`src/rtl/mips_pkg.sv`:
```
// Shared MIPS pipeline definitions: datapath/control field widths, NOP control
// encoding and the inter-stage register occupancy state encoding.
package mips_pkg;

  localparam int DATA_W    = 32;
  localparam int MUXCTRL_W = 16;
  localparam int MEMCTRL_W = 3;
  localparam int ALUCTRL_W = 5;
  localparam int CTRL_W    = MUXCTRL_W + MEMCTRL_W + ALUCTRL_W;
  localparam int RD_W      = 5;

  localparam logic [CTRL_W-1:0] CTRL_NOP = '0;

  localparam logic [1:0] ST_EMPTY = 2'd0;
  localparam logic [1:0] ST_HALF  = 2'd1;
  localparam logic [1:0] ST_FULL  = 2'd2;

  typedef struct packed {
    logic [MUXCTRL_W-1:0] muxctrl;
    logic [MEMCTRL_W-1:0] memctrl;
    logic [ALUCTRL_W-1:0] aluctrl;
  } ctrl_t;

endpackage

```
`src/rtl/sat_counter.sv`:
```
// Saturating event counter; sticks at all-ones and clears only on reset.
module sat_counter #(
  parameter int CNT_W = 16
) (
  input  logic             clock,
  input  logic             reset,
  input  logic             inc,
  output logic [CNT_W-1:0] count
);

  always_ff @(posedge clock) begin
    if (!reset) begin
      count <= '0;
    end else if (inc && !(&count)) begin
      count <= count + 1'b1;
    end
  end

endmodule

```
`src/rtl/pipe_stage.sv`:
```
// Inter-stage pipeline register with valid/ready handshake, optional skid entry,
// flush/bubble control and saturating stall/bubble debug counters.
module pipe_stage #(
  parameter int                DATA_W   = 64,
  parameter int                CTRL_W   = 24,
  parameter int                RD_W     = 5,
  parameter logic [CTRL_W-1:0] CTRL_NOP = '0,
  parameter int                SKID_EN  = 1,
  parameter int                CNT_W    = 16
) (
  input  logic              clock,
  input  logic              reset,
  input  logic              in_valid,
  output logic              in_ready,
  input  logic [DATA_W-1:0] in_data,
  input  logic [CTRL_W-1:0] in_ctrl,
  input  logic [RD_W-1:0]   in_rd,
  input  logic              bubble,
  input  logic              flush,
  output logic              out_valid,
  input  logic              out_ready,
  output logic [DATA_W-1:0] out_data,
  output logic [CTRL_W-1:0] out_ctrl,
  output logic [RD_W-1:0]   out_rd,
  output logic [1:0]        occupancy,
  output logic [CNT_W-1:0]  stall_cnt,
  output logic [CNT_W-1:0]  bubble_cnt
);
  import mips_pkg::*;

  // Handshake: a transfer happens on any edge where valid and ready are both
  // high; valid never depends on ready, and an offered entry must stay stable
  // until taken.
  logic [1:0]        state, state_d;
  logic [DATA_W-1:0] main_data, skid_data;
  logic [CTRL_W-1:0] main_ctrl, skid_ctrl;
  logic [RD_W-1:0]   main_rd, skid_rd;
  logic              main_valid, skid_valid, ready_q;
  logic              accept, out_fire;
  logic              load_main_in, load_main_skid, load_skid;

  assign main_valid = (state != ST_EMPTY);
  assign skid_valid = (state == ST_FULL);

  // With the skid entry, ready is a flop (only the hazard gate is combinational).
  assign in_ready = (SKID_EN != 0) ? (ready_q & ~bubble)
                                   : ((~main_valid | out_ready) & ~bubble);
  assign accept   = in_valid & in_ready & ~flush;
  assign out_fire = main_valid & out_ready;

  always_comb begin
    state_d        = state;
    load_main_in   = 1'b0;
    load_main_skid = 1'b0;
    load_skid      = 1'b0;
    case (state)
      ST_EMPTY: begin
        if (accept) begin
          state_d      = ST_HALF;
          load_main_in = 1'b1;
        end
      end
      ST_HALF: begin
        if (accept && out_fire) begin
          load_main_in = 1'b1;
        end else if (accept) begin
          state_d   = ST_FULL;
          load_skid = 1'b1;
        end else if (out_fire) begin
          state_d = ST_EMPTY;
        end
      end
      ST_FULL: begin
        if (out_fire) begin
          state_d        = ST_HALF;
          load_main_skid = 1'b1;
        end
      end
      default: state_d = ST_EMPTY;
    endcase
    if (flush) begin
      state_d        = ST_EMPTY;
      load_main_in   = 1'b0;
      load_main_skid = 1'b0;
      load_skid      = 1'b0;
    end
  end

  always_ff @(posedge clock) begin
    if (!reset) begin
      state     <= ST_EMPTY;
      ready_q   <= 1'b1;
      main_data <= '0;
      main_ctrl <= '0;
      main_rd   <= '0;
      skid_data <= '0;
      skid_ctrl <= '0;
      skid_rd   <= '0;
    end else begin
      state   <= state_d;
      ready_q <= (state_d != ST_FULL);
      if (load_main_in) begin
        main_data <= in_data;
        main_ctrl <= in_ctrl;
        main_rd   <= in_rd;
      end else if (load_main_skid) begin
        main_data <= skid_data;
        main_ctrl <= skid_ctrl;
        main_rd   <= skid_rd;
      end
      if (load_skid) begin
        skid_data <= in_data;
        skid_ctrl <= in_ctrl;
        skid_rd   <= in_rd;
      end else if (load_main_skid) begin
        skid_data <= '0;
        skid_ctrl <= '0;
        skid_rd   <= '0;
      end
    end
  end

  assign out_valid = main_valid;
  assign out_data  = main_data;
  assign out_ctrl  = main_valid ? main_ctrl : CTRL_NOP;
  assign out_rd    = main_valid ? main_rd : '0;
  assign occupancy = {1'b0, main_valid} + {1'b0, skid_valid};

  sat_counter #(.CNT_W(CNT_W)) u_stall_cnt (
    .clock (clock),
    .reset (reset),
    .inc   (main_valid & ~out_ready),
    .count (stall_cnt)
  );

  sat_counter #(.CNT_W(CNT_W)) u_bubble_cnt (
    .clock (clock),
    .reset (reset),
    .inc   (bubble & in_valid),
    .count (bubble_cnt)
  );

endmodule

```
`config.mk`:
```
export PLATFORM = sky130hd
export DESIGN_NAME = pipe_stage
export DESIGN_NICKNAME = d
export VERILOG_FILES = /design/src/rtl/mips_pkg.sv /design/src/rtl/sat_counter.sv /design/src/rtl/pipe_stage.sv
export SDC_FILE = /design/constraint.sdc
export NUM_CORES = 1
export LEC_CHECK = 0
export BUFFER_PORTS_ARGS = -buffer_cell sky130_fd_sc_hd__buf_4
export CAP_MARGIN = 20
export CORE_MARGIN = 8
export CORE_UTILIZATION = 54
export CTS_CLUSTER_SIZE = 8
export DETAILED_ROUTE_END_ITERATION = 8
export PLACE_DENSITY = 0.84
export SLEW_MARGIN = 20
export SYNTH_ARGS = -nofsm -noshare
export SYNTH_HDL_FRONTEND = slang
export SYNTH_SLANG_ARGS = --single-unit
```
`constraint.sdc`:
```
create_clock -name clock -period 2.2 [get_ports clock]
set_input_delay 0.22 -clock clock [delete_from_list [all_inputs] [get_ports clock]]
set_output_delay 0.22 -clock clock [all_outputs]
set_load 0.03 [all_outputs]
```
==> Word level (Yosys, flattened, before mapping) <==
Index checks and enable logic that the tools add are counted.
{ "totals": {"reg_bits": 221, "input_bits": 99} }
{ "classes": {"add_sub_neg": 3, "n_eq_ne": 3, "muxes": 31, "bitwise_logic": 9, "reduce_logical": 11} }
{ "ops": {"columns": ["cell", "count"], "rows": [
  ["2-to-1 mux 64 bit", 4],
  ["2-to-1 mux 24 bit", 5],
  ["adder 16 x 1 -> 16 bit (second input constant)", 2],
  ["AND reduction 16 bit", 2],
  ["2-to-1 mux 5 bit", 5],
  ["2-to-1 mux 2 bit", 6],
  ["2-to-1 mux 1 bit", 9],
  ["AND 1 bit", 6],
  ["one-hot mux 2 bit (3 select lines)", 1],
  ["nonzero test 2 bit", 3],
  ["logical AND 1 bit", 3],
  ["NOT 1 bit", 3],
  ["adder 1 x 1 -> 2 bit", 1],
  ["equality test 2 x 1 -> 1 bit (second input constant)", 1],
  ["equality test 2 bit (second input constant)", 1],
  ["logical NOT 1 bit", 2],
  ["logical NOT 2 bit", 1],
  ["!= test 2 bit (second input constant)", 1],
  ["one-hot mux 1 bit (2 select lines)", 1]
]} }

==> Depth between registers and ports, before layout <==
{ "depth": {"ltp_word": 9, "ltp_mapped": 8, "depth_no_buf": 5} }

==> Cells and area by module <==
From an unflattened synthesis, not the netlist that was laid out.
{ "unflattened": {"cells_unflattened": 1222, "hier_area_um2": 10263.6} }
{ "by_module_without_submodules": {"columns": ["mod", "instances", "cells_per_inst", "area_each_um2", "seq_area_each_um2"], "rows": [
  ["pipe_stage", 1, 1032, 8664.6, 3783.6],
  ["sat_counter", 2, 95, 799.5, 320.3]
]} }

==> Worst setup path before layout <==
Ideal clock, no wire load.
{ "synth_timing": {"path_kind": "register to register", "startpoint": "register u_stall_cnt.count[0]", "endpoint": "register u_stall_cnt.count[14]", "setup_ns": 0.070, "arrival_time_ns": 2.022, "required_ns": 2.130, "setup_slack_ns": 0.107, "stages_incl_launch_ff": 7, "period_less_slack_ns": 2.093, "cell_sequence": "dfxtp_1 > ha_1 > nand3_1 > or4_1 > clkbuf_2 > or4_1 > a21oi_1"} }
{ "synth_via": {"elab_chain_cells": 3, "word_cells_on_any_way": 4} }
{ "synth_lines": {"columns": ["item", "line_no", "source"], "rows": [
  ["start, declared", "sat_counter.sv:8", "output logic [CNT_W-1:0] count"],
  ["start signal, assigned", "sat_counter.sv:15", "count <= count + 1'b1;"],
  ["branches (longest 3 deep; another with adder 16 x 1 -> 16 bit)", null, null]
]} }
Several ways; the timed one is not identified.
A chain may end at the register's enable or synchronous reset.

==> Worst setup path in the final report <==
{ "layout_timing": {"startpoint": "register state[0]", "endpoint": "output port out_ctrl[5]"} }
{ "layout_via": {"elab_chain_cells": 2} }
{ "layout_lines": {"columns": ["item", "line_no", "source"], "rows": [
  ["start, declared", "pipe_stage.sv:34", "logic [1:0] state, state_d;"],
  ["start signal, assigned", "pipe_stage.sv:100", "state <= state_d;"],
  ["nonzero test 2 bit", "pipe_stage.sv:42", "assign main_valid = (state != ST_EMPTY);"],
  ["2-to-1 mux 24 bit", "pipe_stage.sv:125", "assign out_ctrl = main_valid ? main_ctrl : CTRL_NOP;"],
  ["end, declared", "pipe_stage.sv:23", "output logic [CTRL_W-1:0] out_ctrl,"]
]} }
Every way passes these cells.

==> results by group <==
Status
  – Status: completed

Logic synthesis
  – XOR/XNOR share of the synthesized area: 0%
  – Netlist cell types: 47
  – Syn Inst Count: 1073
  – Compound-Gate Fraction of Synth Area: 10.2%
  – Netlist Area Pre-Place: 9950 um2
  – Yosys reg bits: 221
  – Adder-Cell Fraction of Synth Area: 0.252%
  – EDFF count, synth: 0
  – Top_reg_cell synth: dfxtp_1
  – Synthesis Warnings: 0
  – Avg Synthesized Cell Area: 9.27 um2
  – Multiplexer share of the synthesized area: 19.9%
  – Main combinational cell family by area after synthesis: simple AND/OR/NAND/NOR gates
  – Asr flop ratio synth: 0%
  – Mapped Nets: 1174
  – Simple-gate area share of the yosys netlist: 20.7%
  – Seq/Total Area, Yosys: 44.5%

Setup path
  – CP delay by family, top: buffers and inverters
  – CP Depth: 4
  – Worst path bufs/invs: 2
  – RR Startpoint: u_stall_cnt.count[0]
  – CP max stage delay: 0.38 ns
  – R2R depth: 5
  – Critical Path Sink: out_ctrl[5]
  – Reg2reg setup slack: 0.19 ns
  – Critical path class: flop to primary output
  – Crit. End Element: primary output
  – CP max stage cell: dfxtp_1
  – CP required: 1.98 ns
  – Crit path DAT: 1.86 ns
  – Setup crit start kind: flop
  – CP Cell Sequence: nor2_2, buf_6, nor2b_1, buf_4
  – Worst Path Max Fanout: 33
  – Reg2reg end: u_stall_cnt.count[14]
  – Crit path launch: state[0]

Timing
  – Endpoints failing hold: 0
  – RSZ-0062 raised after global routing: no
  – Slew headroom: 68.1%
  – Tmin final: 2.08 ns
  – Final setup vio count: 0
  – Clock skew: 0.0142 ns
  – Setup TNS: 0 ns
  – Final Max Tran Viols: 0
  – Fmax: 480 MHz
  – Final worst path period share: 94.6%
  – Worst Tran Pin Value: 0.479 ns

Die
  – Die area: 23000 um2
  – Initial core utilization: 55.2%
  – Chip Height: 152 um
  – IO Count: 228
  – Num rows: 49
  – Die width: 152 um
  – Core area: 18000 um2

Routing
  – Drt pass-1 iters: 6
  – Drt drc: 0
  – Iter 0 DRT Violations: 406
  – Vias/cell: 5.55
  – Vias after detailed routing: 8876
  – Final ANT Viol Nets: 0
  – Total wire length: 27900 um
  – DR WL/cell: 17.5 um

GRT
  – Largest net degree at the start of global routing: 105
  – Remaining global-route overflow: 0
  – Total global routing track utilization: 23.1%
  – Initial antenna violation count: 2
  – Vias in the first global route: 8890
  – First-pass GRT wire length: 44200 um

Power and ir drop
  – Clock power share: 44.7%
  – Power per Cell Area: 667 nW/um2
  – Psw: 2.13 mW
  – Final Total Pwr: 9.12 mW
  – Sequential share of power: 45.7%
  – Leakage: 5.26 nW
  – Comb pwr share: 9.6%
  – Internal: 6.99 mW
  – Max VDD drop: 0.678 mV
  – Sw frac: 23.4%

Cells and area
  – Fin area: 13700 um2
  – Multi-input combinational cell area: 5110 um2
  – Most frequent cells in the layout: buf_4 (241), dfxtp_1 (221), mux2i_1 (197)
  – Commonest non-fill, non-tap cell in the layout: buf_4
  – Nets@finish: 1468
  – Filler cells: 1169
  – FF/Latch Area: 4420 um2
  – Share of layout cells above drive strength 1: 21.6%
  – Synthesis-to-layout area growth: 37.4%

Placement
  – Port buffer count: 227
  – GPL Wtd Cong: 0.841
  – Dpl hpwl: 16900 um
  – Placed cell area: 11900 um2

Worst hold path
  – Worst Hold Class: primary input to flop
  – Hold path cells: 3
  – Hold wc startpoint: out_ready

Clock network
  – Max Root-Sink Buffers: 3
  – Clock-pin slew on the worst setup and hold paths: 0.05 ns
  – TritonCTS Buffers: 31
  – Clock root buffer: clkbuf_16
  – CTS tree: yes
  – Sink Count: 221
  – Worst-Skew Late Latency: 0.54 ns
  – H-tree depth: 1

Job
  – Number of max-cap violations: 0
## cell families after synthesis
| family | count (synthesis) |
|---|---|
| DFF | 221 |
| buffers and inverters | 97 |
| muxes | 198 |
| adders and majority gates | 2 |
| and+or+nand+nor | 412 |
| AOI/OAI and AO/OA | 143 |
## worst min-delay path by stage
stage	end
detailed placement	skid_rd[3]
finish	u_stall_cnt.count[2]
CTS	u_stall_cnt.count[2]
global placement	skid_data[34]
global route	u_stall_cnt.count[4]
floorplan	ready_q
## state kept, by name, summed over array words and instances, names as in the netlist
signal              count
state                   2
skid_rd                 5
out_data               64
main_rd                 5
u_bubble_cnt.count     16
ready_q                 1
u_stall_cnt.count      16
skid_ctrl              24
skid_data              64
main_ctrl              24
## area by class of cell
type / instances / area share [%]
multi-input combinational: 755 / 37.4
clock buffer: 31 / 5.68
inverter: 10 / 0.311
timing repair buffer: 348 / 22.0
antenna: 2 / 0.0366
clock inverter: 2 / 0.183
tap: 229 / 2.10
sequential: 221 / 32.4
## synthesized netlist by cell type, types with 2 or more instances
cell | instances | share of area (%)
a211oi_1 | 95 | 7.2
a21oi_1 | 16 | 0.80
a31oi_1 | 2 | 0.13
and2_1 | 2 | 0.13
and3_1 | 4 | 0.25
buf_1 | 3 | 0.11
buf_2 | 10 | 0.50
buf_4 | 16 | 1.2
clkbuf_1 | 57 | 2.2
dfxtp_1 | 221 | 44
ha_1 | 2 | 0.25
inv_1 | 9 | 0.34
mux2i_1 | 197 | 20
nand2_1 | 21 | 0.79
nand2b_1 | 8 | 0.50
nand3_1 | 11 | 0.55
nand4_1 | 11 | 0.69
nor2_1 | 194 | 7.3
nor2b_1 | 123 | 7.7
nor3_1 | 3 | 0.15
nor4_1 | 6 | 0.38
nor4b_1 | 2 | 0.18
o211ai_1 | 2 | 0.15
o21ai_0 | 10 | 0.50
o311ai_0 | 3 | 0.26
o31ai_1 | 7 | 0.53
o41ai_1 | 3 | 0.26
or3_1 | 8 | 0.50
or4_1 | 9 | 0.68
## per-layer routing
metal | up-vias | part of all wire (%) | track usage (%)
li1 | 4315 | - | -
met1 | 4232 | 41 | 27.3
met2 | 278 | 50 | 41.1
met3 | 51 | 6.5 | 4.96
met4 | 0 | 2.3 | 6.66
met5 | - | 0 | 0
## stage by stage
step | hold WS, ns | setup WS, ns | instances | utilization, %
2_1_floorplan | 0.362 | 0.107 | 1073 | -
3_3_place_gp | 0.463 | 0.274 | 1469 | 66.1
3_5_place_dp | 0.474 | 0.248 | 1469 | 66.1
4_1_cts | 0.0475 | 0.000142 | 1596 | 75.8
5_1_grt | 0.0710 | 0.0267 | 1598 | 75.8
6_report | 0.0788 | 0.118 | 1598 | 75.8
## repair_timing
| item | 4_1_cts | 5_1_grt |
|---|---|---|
| setup buffers | 0 | 0 |
| hold buffers | 94 | 0 |
| resized for setup | 0 | 1 |
| hold endpoints to repair | 182 | 0 |
| setup endpoints to repair | 0 | 28 |
## worst reg2reg max path: cells and delay by family (launching register included)
family,cells,cell delay [ns]
AO/OA/AOI/OAI,1,0.16
flip-flops,1,0.40
adder cells (fa/ha/maj),1,0.21
AND/OR/NAND/NOR,3,1.18
## power groups by stage
stage / Clock [mW] / Combinational [mW] / Sequential [mW]
3_3_place_gp: 0 / 0.714 / 4.24
5_1_grt: 4.32 / 0.932 / 4.17
6_report: 4.08 / 0.879 / 4.16
4_1_cts: 4.15 / 0.868 / 4.16
2_1_floorplan: 0 / 0.258 / 4.35
3_5_place_dp: 0 / 0.724 / 4.24
(Power assumes the default switching activity.)
